$ cat src/rtl/hm74_pkg.sv
// hm74_pkg: shared codeword layout, types and helpers for the HM74 link.
package hm74_pkg;
    localparam int P0 = 6;
    localparam int P1 = 5;
    localparam int D3 = 4;
    localparam int P2 = 3;
    localparam int D2 = 2;
    localparam int D1 = 1;
    localparam int D0 = 0;

    typedef logic [2:0] syndrome_t;
    typedef logic [6:0] codeword_t;

    // A non-zero syndrome names the erroneous bit counted from the MSB.
    function automatic logic [2:0] syn_to_pos(input syndrome_t s);
        return 3'd7 - s;
    endfunction
endpackage

$ cat src/rtl/hm74_syndrome.sv
// hm74_syndrome: combinational Hamming(7,4) syndrome of a codeword.
module hm74_syndrome
    import hm74_pkg::*;
(
    input  logic [6:0] word,
    output logic [2:0] syn
);
    assign syn = {word[P2] ^ word[D2] ^ word[D1] ^ word[D0],
                  word[P1] ^ word[D3] ^ word[D1] ^ word[D0],
                  word[P0] ^ word[D3] ^ word[D2] ^ word[D0]};
endmodule

$ cat src/rtl/hm74_decoder.sv
// hm74_decoder: two-stage streaming Hamming(7,4) decoder with backpressure.
module hm74_decoder
  import hm74_pkg::*;
#(
  parameter int CNT_W = 16
)
(
  input  logic       clk,
  input  logic       rst,
  input  logic [6:0] ham_in,
  input  logic       in_valid,
  output logic       in_ready,
  output logic [3:0] data_out,
  output logic [2:0] syndrome,
  output logic       corrected,
  output logic       out_valid,
  input  logic       out_ready
`ifdef HM74_ERR_CNT_EN
  ,
  output logic [CNT_W-1:0] err_cnt
`endif
);
  logic      s1_valid, s2_valid, adv1, adv2;
  codeword_t s1_word, fixed;
  syndrome_t s1_syn, in_syn;
  hm74_syndrome u_syn (.word(ham_in), .syn(in_syn));
  assign adv2      = ~s2_valid | out_ready;
  assign adv1      = ~s1_valid | adv2;
  assign in_ready  = adv1;
  assign out_valid = s2_valid;
  always_comb fixed = s1_word ^ ((s1_syn != '0) ? codeword_t'(7'd1 << syn_to_pos(s1_syn)) : '0);
  always_ff @(posedge clk or posedge rst) begin
    if (rst) begin
      s1_valid <= 1'b0;
      s1_word  <= '0;
      s1_syn   <= '0;
    end else if (adv1) begin
      s1_valid <= in_valid;
      if (in_valid) begin
        s1_word <= ham_in;
        s1_syn  <= in_syn;
      end
    end
  end
  always_ff @(posedge clk or posedge rst) begin
    if (rst) begin
      s2_valid  <= 1'b0;
      data_out  <= '0;
      syndrome  <= '0;
      corrected <= 1'b0;
    end else if (adv2) begin
      s2_valid <= s1_valid;
      if (s1_valid) begin
        data_out  <= {fixed[D3], fixed[D2], fixed[D1], fixed[D0]};
        syndrome  <= s1_syn;
        corrected <= s1_syn != '0;
      end
    end
  end
`ifdef HM74_ERR_CNT_EN
  always_ff @(posedge clk or posedge rst) begin
    if (rst) err_cnt <= '0;
    else if (s2_valid && out_ready && corrected && err_cnt != '1) err_cnt <= err_cnt + CNT_W'(1);
  end
`endif
endmodule

$ cat config.mk
export PLATFORM = sky130hd
export DESIGN_NAME = hm74_decoder
export DESIGN_NICKNAME = d
export VERILOG_FILES = /design/src/rtl/hm74_pkg.sv /design/src/rtl/hm74_syndrome.sv /design/src/rtl/hm74_decoder.sv
export SDC_FILE = /design/constraint.sdc
export NUM_CORES = 1
export LEC_CHECK = 0
export ABC_AREA = 1
export CORE_UTILIZATION = 53
export DETAILED_ROUTE_END_ITERATION = 10
export PLACE_DENSITY = 0.81
export SLEW_MARGIN = 20
export SYNTH_ARGS = -nofsm -noshare
export SYNTH_HDL_FRONTEND = slang
export SYNTH_SLANG_ARGS = --single-unit
$ cat constraint.sdc
create_clock -name clk -period 2.65 [get_ports clk]
set_input_delay 0.795 -clock clk [delete_from_list [all_inputs] [get_ports clk]]
set_output_delay 0.795 -clock clk [all_outputs]
set_load 0.05 [all_outputs]
==> reports/results.txt <==
Reg2Reg Setup Slack = 1500 ps
Flop pwr share = 0.403
Slew headroom = 0.591
Cts hold-fix bufs = 0
WP data arrival = 1590 ps
Core area = 0.00173 mm2
Clock Latency Late Sink = 290 ps
Hold WC Path Type = reg -> reg
Register area share after synthesis = 0.437
Final setup viols = 0
Peak VDD IR = 0.366 mV
Fin crit share = 0.901
CP Data Required Time = 1860 ps
Fill cell count = 154
Setup Crit Path Kind = in -> out
Vias in the first global route = 706
GPL Wtd Cong = 0.725
Footprint of the multi-input gates = 424 um2
Largest family of logic cells by synthesized area = simple AND/OR/NAND/NOR gates
Worst-Margin Slew = 613 ps
Post_cts resized = 0
CTS clk-pin slew, worst paths = 80 ps
Max Slew Vio Count = 0
Slowest stage delay, CP = 390 ps
First-pass GRT wire length = 2640 um
Cell area after layout = 0.00118 mm2
Std-Cell Rows = 15
YS warnings = 0
WL final = 1640 um
Clock power share = 0.147
Simple-gate portion of the synthesized area = 0.350
CTS Buf Count = 3
Synth top area share = 0.437
Die Wd = 44.9 um
Post-Syn Area = 973 um2
DRC viols = 0
Vias per cell = 4.79
Initial DRT Pass Iterations = 4
Worst Path Max Fanout = 3
Pleak = 0.617 nW
Slowest cell on crit path = clkdlybuf4s50_1
Element type at the critical path end = output port
Comb power frac = 0.450
Max Freq = 0.419 GHz
Post-synthesis xor/xnor area fraction = 0
Post-Syn Instances = 128
Tot GR Track Use = 0.183
Sequential cell area = 425 um2
Ratio of cells with drive above 1 in the final layout = 0.0946
Sw Ratio = 0.432
Post-Syn Nets = 139
Setup bufs post-CTS = 0
Hold Vio Cnt, Final = 0
N_diodes = 0
Total Neg Setup Slack = 0 ps
Area leader, netlist = dfrtp_1
Via count = 828
Routed len/inst = 9.47 um
CTS tree = built
Pwr dens = 786 mW/mm2
Clock skew = 13.0 ps
Starting DRT DRC Count = 18
Starting Density = 0.564
Final #Nets = 160
Die Ht = 44.9 um
Compound-Gate Fraction of Synth Area = 0.0861
Total gr overflow = 0
Syn Area/Cell = 7.60 um2
IO Pins = 21
Cell Chain, Critical Path = clkdlybuf4s50_1 -> inv_1 -> nand3_2 -> buf_12
Final min period = 2390 ps
I/O Buffers = 20
Crit path max-delay family = buffers and inverters
RSZ-0062 raised after global routing = no
Largest net degree at the start of global routing = 18
Initial antenna violation count = 0
Startpoint type of the worst setup path = input pin
Outcome = finished, final reports clean
Dpl hpwl = 1330 um
Area Growth Syn to Fin = 21.3%
Dpl cell area = 0.00115 mm2
P_int = 527 uW
CP bufs+invs = 3
Seq cells post-synth = 17
Ranking of synthesized cells by area = dfrtp_1 44%, nand2_1 23%, inv_1 5.4%
Max-cap violation count = 0
Post-synthesis mux area share = 0
Adder-cell share of the synthesized area = 0
Antenna Nets Post-Route = 0
Clk sink count = 17
Count of different cell masters after synthesis = 17
Net Sw Power = 401 uW
Die footprint = 0.00201 mm2
H-tree levels = 1
Root Driver = clkbuf_4
Clock tree buffer depth = 2
[cell type report]
class | instances | share of cell area
Sequential cell | 17 | 0.360
Multi-Input combinational cell | 91 | 0.359
Timing Repair Buffer | 21 | 0.184
Inverter | 15 | 0.0477
Tap cell | 25 | 0.0265
Clock buffer | 4 | 0.0222
[sequential cells by signal, summed over array words and instances, names as in the netlist]
name	cells
data_out	4
s1_word	4
s1_syn	3
syndrome	3
corrected	1
out_valid	1
s1_valid	1
[synth_stat cells]
library cell and n:
nand3_2 1, inv_1 14, nand4_1 4, nand2_4 1
buf_6 3, a21oi_2 1, o21ai_2 4, clkbuf_8 1
o21bai_1 4, nor2_4 1, inv_2 1, o21ai_1 2
nand2_1 60, dfrtp_1 17, nand3_1 7, nor2_1 6
buf_12 1
[routing by layer]
metal	up-vias	routed length, um	global-route usage
met2	29	852	0.341
met3	6	54	0.0120
met4	0	38	0.127
li1	436	-	-
met5	-	0	0
met1	357	693	0.195
[worst min-delay path, stage by stage (launching register included)]
cell	delay, ps
dfrtp_1	350
nand2_1	60
nand2_1	50
[final timing paths]
check / start / endpoint / cells past startpoint
max in group asynchronous: rst / syndrome[1] / 2
setup / recovery: out_ready / in_ready / 4
min in group asynchronous: rst / data_out[0] / 2
hold reg to reg: data_out[2] / data_out[2] / 2
hold / removal: data_out[2] / data_out[2] / 2
setup reg to reg: out_valid / corrected / 5
[cell families after synthesis]
group	after synthesis
flip-flops	17
AO/OA/AOI/OAI	11
AND/OR/NAND/NOR	80
buffers and inverters	20
[placed cells by master (no fill, tap or decap), drive strengths merged]
cell type       n
o21bai          4
clkdlybuf4s50  19
dfrtp          17
clkbuf          4
nand2          61
nor2            7
nand3           8
a21oi           1
inv            15
o21ai           6
nand4           4
buf             2
[stage by stage]
step	utilization	setup slack (ps)	std cells	power [mW]	hold slack, ps
floorplan	-	719	128	0.683	471
global placement	0.669	276	169	0.786	462
detailed placement	0.669	266	169	0.800	470
CTS	0.684	261	173	0.935	493
global route	0.684	205	173	0.976	524
finish	0.684	264	173	0.928	491
[power groups by stage]
stage	combinational [mW]	clock (mW)	sequential, mW
after CTS	0.421	0.140	0.375
final	0.417	0.136	0.374
after floorplan	0.171	0	0.512
after global placement	0.412	0	0.375
after global routing	0.447	0.147	0.382
after detailed placement	0.420	0	0.380
Power figures use the tool's default switching activity.
